**config.mk**
```make
export PLATFORM = sky130hd
export DESIGN_NAME = adder_share_arbiter
export DESIGN_NICKNAME = d
export VERILOG_FILES = /design/src/rtl/adder_share_arbiter.sv
export SDC_FILE = /design/constraint.sdc
export NUM_CORES = 1
export LEC_CHECK = 0
export BUFFER_PORTS_ARGS = -buffer_cell sky130_fd_sc_hd__buf_4
export CAP_MARGIN = 30
export CORE_AREA = 2 2 67 69
export DETAILED_ROUTE_END_ITERATION = 10
export DIE_AREA = 0 0 69 71
export PLACE_DENSITY = 0.74
export SLEW_MARGIN = 20
export SYNTH_ARGS = -nofsm -noshare
export SYNTH_HDL_FRONTEND = slang
export SYNTH_SLANG_ARGS = --single-unit
```
**constraint.sdc**
```tcl
create_clock -name clk -period 1.8 [get_ports clk]
set_clock_uncertainty 0.1 [all_clocks]
set_input_delay 0.27 -clock clk [delete_from_list [all_inputs] [get_ports clk]]
set_output_delay 0.27 -clock clk [all_outputs]
set_load 0.02 [all_outputs]
```
**src/rtl/adder_share_arbiter.sv**
```systemverilog
// Round-robin shared signed adder: NREQ requesters time-share one WIDTH-bit
// adder; results return tagged with the owner ID, overflows are counted.
module adder_share_arbiter #(
    parameter int WIDTH = 4,
    parameter int NREQ  = 4,
    parameter int IDW   = 2,
    parameter int CNTW  = 8
) (
    input  logic                  clk,
    input  logic                  rst,
    input  logic [NREQ-1:0]       req_valid,
    output logic [NREQ-1:0]       req_ready,
    input  logic [NREQ*WIDTH-1:0] req_a,
    input  logic [NREQ*WIDTH-1:0] req_b,
    input  logic [NREQ-1:0]       req_cin,
    output logic                  rsp_valid,
    input  logic                  rsp_ready,
    output logic [IDW-1:0]        rsp_id,
    output logic [WIDTH:0]        rsp_sum,
    output logic                  rsp_of,
    output logic [CNTW-1:0]       of_count,
    output logic                  busy
);
    typedef enum logic [1:0] {IDLE, CALC, RESP} state_t;

    localparam logic [IDW:0]   NREQ_W = (IDW+1)'(NREQ);
    localparam logic [IDW-1:0] LAST   = IDW'(NREQ - 1);

    state_t           state, state_nx;
    logic [IDW-1:0]   ptr, ptr_nx, gnt_id, op_id;
    logic [IDW:0]     idx;
    logic             gnt_any;
    logic [WIDTH-1:0] lane_a [NREQ];
    logic [WIDTH-1:0] lane_b [NREQ];
    logic [WIDTH-1:0] op_a, op_b;
    logic             op_cin;
    logic [WIDTH:0]   sum;
    logic             of;

    for (genvar g = 0; g < NREQ; g++) begin : g_lane
        assign lane_a[g] = req_a[g*WIDTH +: WIDTH];
        assign lane_b[g] = req_b[g*WIDTH +: WIDTH];
    end

    // First pending requester at or after ptr, wrapping past NREQ-1.
    always_comb begin
        gnt_any = 1'b0;
        gnt_id  = '0;
        idx     = '0;
        for (int k = 0; k < NREQ; k++) begin
            idx = {1'b0, ptr} + (IDW+1)'(k);
            if (idx >= NREQ_W) idx = idx - NREQ_W;
            if (!gnt_any && req_valid[idx[IDW-1:0]]) begin
                gnt_any = 1'b1;
                gnt_id  = idx[IDW-1:0];
            end
        end
    end

    assign ptr_nx = (gnt_id == LAST) ? '0 : gnt_id + IDW'(1);

    assign sum = {op_a[WIDTH-1], op_a} + {op_b[WIDTH-1], op_b} + {{WIDTH{1'b0}}, op_cin};
    assign of  = (op_a[WIDTH-1] == op_b[WIDTH-1]) && (sum[WIDTH-1] != op_a[WIDTH-1]);

    always_comb begin
        state_nx  = state;
        req_ready = '0;
        case (state)
            IDLE: if (gnt_any) begin
                req_ready[gnt_id] = 1'b1;
                state_nx          = CALC;
            end
            CALC:    state_nx = RESP;
            RESP:    if (rsp_ready) state_nx = IDLE;
            default: state_nx = IDLE;
        endcase
    end

    assign busy = (state != IDLE);

    always_ff @(posedge clk) begin
        if (rst) begin
            state     <= IDLE;
            ptr       <= '0;
            op_a      <= '0;
            op_b      <= '0;
            op_cin    <= 1'b0;
            op_id     <= '0;
            rsp_valid <= 1'b0;
            rsp_id    <= '0;
            rsp_sum   <= '0;
            rsp_of    <= 1'b0;
            of_count  <= '0;
        end else begin
            state <= state_nx;
            case (state)
                IDLE: if (gnt_any) begin
                    op_a   <= lane_a[gnt_id];
                    op_b   <= lane_b[gnt_id];
                    op_cin <= req_cin[gnt_id];
                    op_id  <= gnt_id;
                    ptr    <= ptr_nx;
                end
                CALC: begin
                    rsp_sum   <= sum;
                    rsp_of    <= of;
                    rsp_id    <= op_id;
                    rsp_valid <= 1'b1;
                end
                RESP: if (rsp_ready) begin
                    rsp_valid <= 1'b0;
                    if (rsp_of && of_count != '1) of_count <= of_count + CNTW'(1);
                end
                default: ;
            endcase
        end
    end
endmodule
```
## Word-level counts from Yosys, hierarchy flattened

Index checks and enable logic that the tools add are counted.

- Register bits after elaboration: 32
- Bits of input ports: 43
- Output and inout port bits: 22
- Logic and storage cells: 96

- $add $sub $neg: 11
- $lt $le $gt $ge: 11
- Eq/ne operators: 8
- Multiplexer cells: 38
- Bitwise logic cells: 1
- Reductions and logical operators: 16

Operators by type and width:

| cell | number |
|---|---|
| 4-bit two-way mux | 6 |
| 2-bit two-way mux | 11 |
| 4-bit binary-select mux with 2-bit select | 2 |
| 2-bit by 3-bit < comparator with 1-bit output (second input constant) | 5 |
| 3-bit greater-or-equal comparator (second input constant) | 4 |
| 1-bit two-way mux | 11 |
| 1-bit binary-select mux with 2-bit select | 5 |
| 8-bit by 1-bit adder with 8-bit output (second input constant) | 1 |
| 8-bit != test (second input constant) | 1 |
| 2-bit by 1-bit subtractor with 2-bit output (second input constant) | 4 |
| 2-bit by 2-bit adder with 3-bit output (second input constant) | 2 |
| 1-bit logical AND | 6 |
| 2-bit one-hot mux with 3 select lines | 1 |
| 2-bit AND reduction | 3 |
| 4-bit by 4-bit adder with 5-bit output | 1 |
| 5-bit by 1-bit adder with 5-bit output | 1 |
| 2-bit == test (second input constant) | 2 |
| 2-bit != test (second input constant) | 2 |
| 2-bit nonzero test | 2 |
| 2-bit by 1-bit adder with 3-bit output (second input constant) | 1 |
| 2-bit by 3-bit greater-or-equal comparator with 1-bit output (second input constant) | 1 |
| 1-bit zero test | 3 |
| 2-bit inverter with 3-bit output | 1 |
| 3-bit AND reduction | 1 |
| other kinds (8) | 8 |

## Depth between registers and ports, before layout

- Word-level depth: 20
- Gate-level depth with buffers: 8
- Depth with buffers taken out: 7

## Worst setup path before layout

Ideal clock, no wire load.

- Path kind: flip-flop to output port
- From: register state[0]
- To: output port req_ready[0]
- Arrival: 1489 ps
- Required time: 1430 ps
- Slack: -59 ps
- Stages on the path, launching flop included: 7
- Buffers on the path: 1
- Path through: dfxtp_1 -> nor2_1 -> inv_1 -> nor2_1 -> clkbuf_1 -> nand2_1 -> nor2_1

- Word-level cells in the longest chain between the ends: 2

RTL lines:

| element | RTL line | RTL |
|---|---|---|
| start, declared | 29 | `state_t state, state_nx;` |
| start signal, assigned | 95 | `state <= state_nx;` |
| 2-bit zero test | 68 | `case (state)` |
| 4-bit two-way mux | 68 |  |
| end, declared | 12 | `output logic [NREQ-1:0] req_ready,` |

Every way passes these cells.

## Worst setup path after layout

- From: register ptr[1]
- To: output port req_ready[3]

- Word-level cells in the longest chain between the ends: 20
- Elaborated cells between the ends (all ways): 44
- Classes of those cells: add/sub (7); order compare (6); mux (24); reduce/logical (7)

RTL lines:

| element | RTL line | RTL |
|---|---|---|
| start, declared | 30 | `logic [IDW-1:0] ptr, ptr_nx, gnt_id, op_id;` |
| start signal, assigned | 102 | `ptr <= ptr_nx;` |
| branches (longest 18 deep; another with 2-bit by 1-bit adder with 3-bit output) | -- |  |
| 4-bit two-way mux (*) | 69 | `IDLE: if (gnt_any) begin` |
| 4-bit two-way mux (*) | 68 |  |

Every way passes the cells marked *. The select of a mux whose other input is x is not followed.

==> results.txt <==
* Synthesized flop and latch total: 32
* Post-route total power: 0.002358 W
* Hold EP: state[1]$_SDFFE_PP0P_
* Hold Violations, Final: 0
- Commonest non-fill, non-tap cell in the layout: sky130_fd_sc_hd__buf_4
- At the worst endpoint, the arrival time is 1.59 ns.
- Dominant register cell in the synthesized netlist: sky130_fd_sc_hd__dfxtp_1
- Final clock period utilization by the worst path: 108.8%
* Switching portion of total power: 33.03%
- The count of cells in the finished layout, fillers not included, comes to 339.
* Floorplan die width: 69 um
- In this run the worst path has a maximum fanout of 6.
* Clock Power Share: 23.6%
- Setup repair after global routing could not meet its margin everywhere.
* Total via count in the routed design: 1794
- Yosys attributes the largest share of cell area to sky130_fd_sc_hd__dfxtp_1 36%, sky130_fd_sc_hd__mux2i_1 7.4%, sky130_fd_sc_hd__nand2_1 4.7%, sky130_fd_sc_hd__a211oi_1 4.2%, sky130_fd_sc_hd__a21oi_1 4.0%.
* Reg2reg end: op_b[1]$_SDFFE_PP0P_
- After layout, the minimum clock period comes to 1.959 ns.
* Synthesized area divided by synthesized cell count: 8.746 sq um
* Area of the core: 4204 sq um
* Area delta synth->final: 54.60%
- Summed over all layers, the routed wires come to 4.659 mm.
- The floorplan has 24 rows.
- Maximum level of the CTS H-tree: 2
- For this configuration, the core starts out at a cell density of 42.02%.
- The worst hold path belongs to the class input port to register.
- The post-route netlist has 46.69% of its cells at a drive strength greater than 1.
* Unique cell type count in the Yosys netlist: 41
* Portion of synthesized cell area occupied by the leading cell type: 36.26%
- At the end of the flow the core is filled with cells to 64.97%.
- Worst Setup End Kind: output pin
- Final estimated routing congestion in global placement: 0.8352
* Cell Count Post-Placement: 322
- Clock-pin slew was measured on the worst setup and hold paths at 0.06 ns.
* Min-Delay Path Depth: 3
- In the final design database the tool counted 336 nets.
- The placed instances occupy a cell area of 2364 sq um.
* Clk Latency, worst-skew pair: 0.28 ns
- The die covers 4899 sq um.
* Source of the worst hold timing path: rsp_ready
* Actual slew at the worst max-slew pin: 0.7213 ns
- The worst register-to-register path begins at ptr[1]$_SDFFE_PP0P_.
- In this run the tool buffered the top-level ports with 64 buffer cells.
* Static leakage power: 1.185 nW
- Summing every instance area after synthesis gives 1767 sq um.
* Violated checks: negative setup slack
* Number of global-route vias before repair: 1756
- Logic gate share of total power: 40.2%
- Power share of the sequential group: 36.2%
- During I/O placement, the number of pins put on the boundary was 65.
- Share of synthesized registers carrying an async set or reset: 0%
- CTS buffer count: 5
- Average wire per standard cell: 13.74 um
- The internal portion of the total power is 0.001579 W.
* Max-cap check violation count: 0
* Fill cells: 399
- The first global-routing pass estimated 7.624 mm of wire.
- In this run the remaining antenna-violating nets after routing total 0.
* Post-Synthesis Net Count: 252
- The clock net in this run drives a total of 32 sinks.
* Critical setup path kind: register to output pin
* R2r worst-path depth: 8
- Number of diodes added for antenna fixing: 0
- After layout, the worst setup slack is -0.1591 ns.
* Length of the first detailed-routing pass in iterations: 4
* Yosys synthesis warning count: 0
* Y dimension of the die: 71 um
- TritonCTS built the clock tree.
* Design Area, Final: 2731 sq um
* Normalized max-slew margin: 51.47%
* Power dissipated by switching net loads: 0.0007789 W
* Cell type contributing the most total cell area after synthesis: sky130_fd_sc_hd__dfxtp_1
* Sequential share of the synthesized area: 36.26%
- For this design the ratio of total power to cell area is 863.3 nW/um^2.
- The number of antenna violations at the first check in global routing is 0.
- CTS Root Cell: sky130_fd_sc_hd__clkbuf_8
- Commonest non-fill, non-tap cells in the layout: 77 x sky130_fd_sc_hd__buf_4, 27 x sky130_fd_sc_hd__dfxtp_1, 19 x sky130_fd_sc_hd__nand2_1, 13 x sky130_fd_sc_hd__nor2_1, 12 x sky130_fd_sc_hd__mux2i_1
- For this block, the initial DRC count from the detailed router was 99.
* Clock buffer depth: 2
* Total DRC errors in the routed layout: 0
- Max-slew violations: 0
- Run status: complete, but fails checks
* EDFF count, synth: 0
* Post-route setup TNS: -0.4654 ns
* Global router's overall resource usage: 18.80%
- Dividing the detail-routed via count by the number of cells gives 5.292.
- VDD sags by at most 0.0003797 V.
- Counting every instance in the synthesized netlist gives 202.
- Finish-stage setup viols: 5
* Total global routing overflow: 0
- Based on the critical path, the design can be clocked at up to 510.4 MHz.
- Entering global routing, the biggest net connects 33 pins.
* Reg2reg setup slack: -0.05 ns
- Once detailed placement completed, the half-perimeter wirelength came to 3.357 mm.
* Kind of start point of the critical path: register
- Required time of the critical path: 1.43 ns
-- Yosys cell counts, types with 2 or more instances --
library cell,n
sky130_fd_sc_hd__dfxtp_1,32
sky130_fd_sc_hd__nand2_1,22
sky130_fd_sc_hd__nor2_1,18
sky130_fd_sc_hd__a21oi_1,14
sky130_fd_sc_hd__mux2i_1,13
sky130_fd_sc_hd__a211oi_1,10
sky130_fd_sc_hd__inv_1,8
sky130_fd_sc_hd__a21boi_0,6
sky130_fd_sc_hd__clkbuf_1,6
sky130_fd_sc_hd__nor3_1,6
sky130_fd_sc_hd__xnor2_1,6
sky130_fd_sc_hd__ha_1,5
sky130_fd_sc_hd__o221ai_1,5
sky130_fd_sc_hd__nand3b_1,4
sky130_fd_sc_hd__a2111oi_2,3
sky130_fd_sc_hd__a21o_1,3
sky130_fd_sc_hd__nand2b_1,3
sky130_fd_sc_hd__nand3_1,3
sky130_fd_sc_hd__o21ai_0,3
sky130_fd_sc_hd__o21bai_1,3
sky130_fd_sc_hd__or3_1,3
sky130_fd_sc_hd__a21boi_1,2
sky130_fd_sc_hd__fa_1,2
sky130_fd_sc_hd__inv_2,2
sky130_fd_sc_hd__nor2b_1,2
sky130_fd_sc_hd__o21a_1,2
sky130_fd_sc_hd__xor2_1,2
-- worst max-delay path by stage --
stage                           to                   from  cells past startpoint
3_3_place_gp   rsp_of$_SDFFE_PP0P_   op_a[0]$_SDFFE_PP0P_                      6
4_1_cts               req_ready[0]    ptr[1]$_SDFFE_PP0P_                      7
2_1_floorplan         req_ready[0]  state[0]$_SDFFE_PP0P_                      6
3_5_place_dp   rsp_of$_SDFFE_PP0P_   op_a[0]$_SDFFE_PP0P_                      6
5_1_grt               req_ready[3]    ptr[1]$_SDFFE_PP0P_                      7
6_report              req_ready[3]    ptr[1]$_SDFFE_PP0P_                      7
-- flip-flops by register name, indices dropped and copies added (netlist names), 2 cells and up --
signal and flops:
rsp_id 2, op_a 4, state 2, op_b 4, rsp_sum 5, ptr 2
op_id 2, of_count 8
-- worst max-delay path, cell delays in order, from the launching register on --
cell and delay [ns]:
sky130_fd_sc_hd__dfxtp_4 0.38, sky130_fd_sc_hd__mux2i_1 0.18, sky130_fd_sc_hd__o22a_2 0.20, sky130_fd_sc_hd__nand2_2 0.09, sky130_fd_sc_hd__inv_4 0.10, sky130_fd_sc_hd__ha_4 0.13
sky130_fd_sc_hd__and2_4 0.12, sky130_fd_sc_hd__buf_6 0.11
-- cell type report --
cell class	count	area, sq um	area share (%)
Inverter	10	40.04	1.466
Tap cell	52	65.06	2.382
Clock buffer	8	90.09	3.298
Sequential cell	32	649.4	23.77
Timing Repair Buffer	86	679.4	24.87
Multi-Input combinational cell	151	1207	44.21
-- power groups by stage --
stage          Clock (W)  Sequential [W]  Combinational (W)
3_3_place_gp           0        0.000856           0.000717
6_report        0.000556        0.000853           0.000949
3_5_place_dp           0        0.000858           0.000729
5_1_grt         0.000611        0.000865            0.00103
2_1_floorplan          0        0.000873           0.000429
4_1_cts         0.000572        0.000847           0.000822
-- metrics by stage --
step | hold slack [ns] | setup slack [ns]
finish | 0.1702 | -0.1591
global route | 0.1787 | -0.2520
CTS | 0.1629 | -0.1768
detailed placement | 0.3527 | -0.01800
global placement | 0.3411 | 0.008460
floorplan | 0.2653 | -0.05914
-- per-layer routing --
layer	wire length, um	vias up	track usage, %
li1	-	894	-
met1	1950	826	23.02
met2	2363	62	32.48
met3	244	12	3.276
met4	100	0	8.279
met5	0	-	0
-- logic make-up after synthesis --
logic type,share of synthesized area (%)
AO/OA/AOI/OAI,23.87
XOR/XNOR,3.966
adder cells (fa/ha/maj),5.807
buffers and inverters,4.745
flip-flops,36.26
multiplexers,7.365
AND/OR/NAND/NOR,17.99
-- timing repair --
action	in CTS	in global routing
buffers inserted	8	4
setup endpoints to repair	8	16
hold buffers	0	0
gates resized for setup	22	35
pin swaps	6	15
Note: power is estimated with default switching activity, not from simulation.
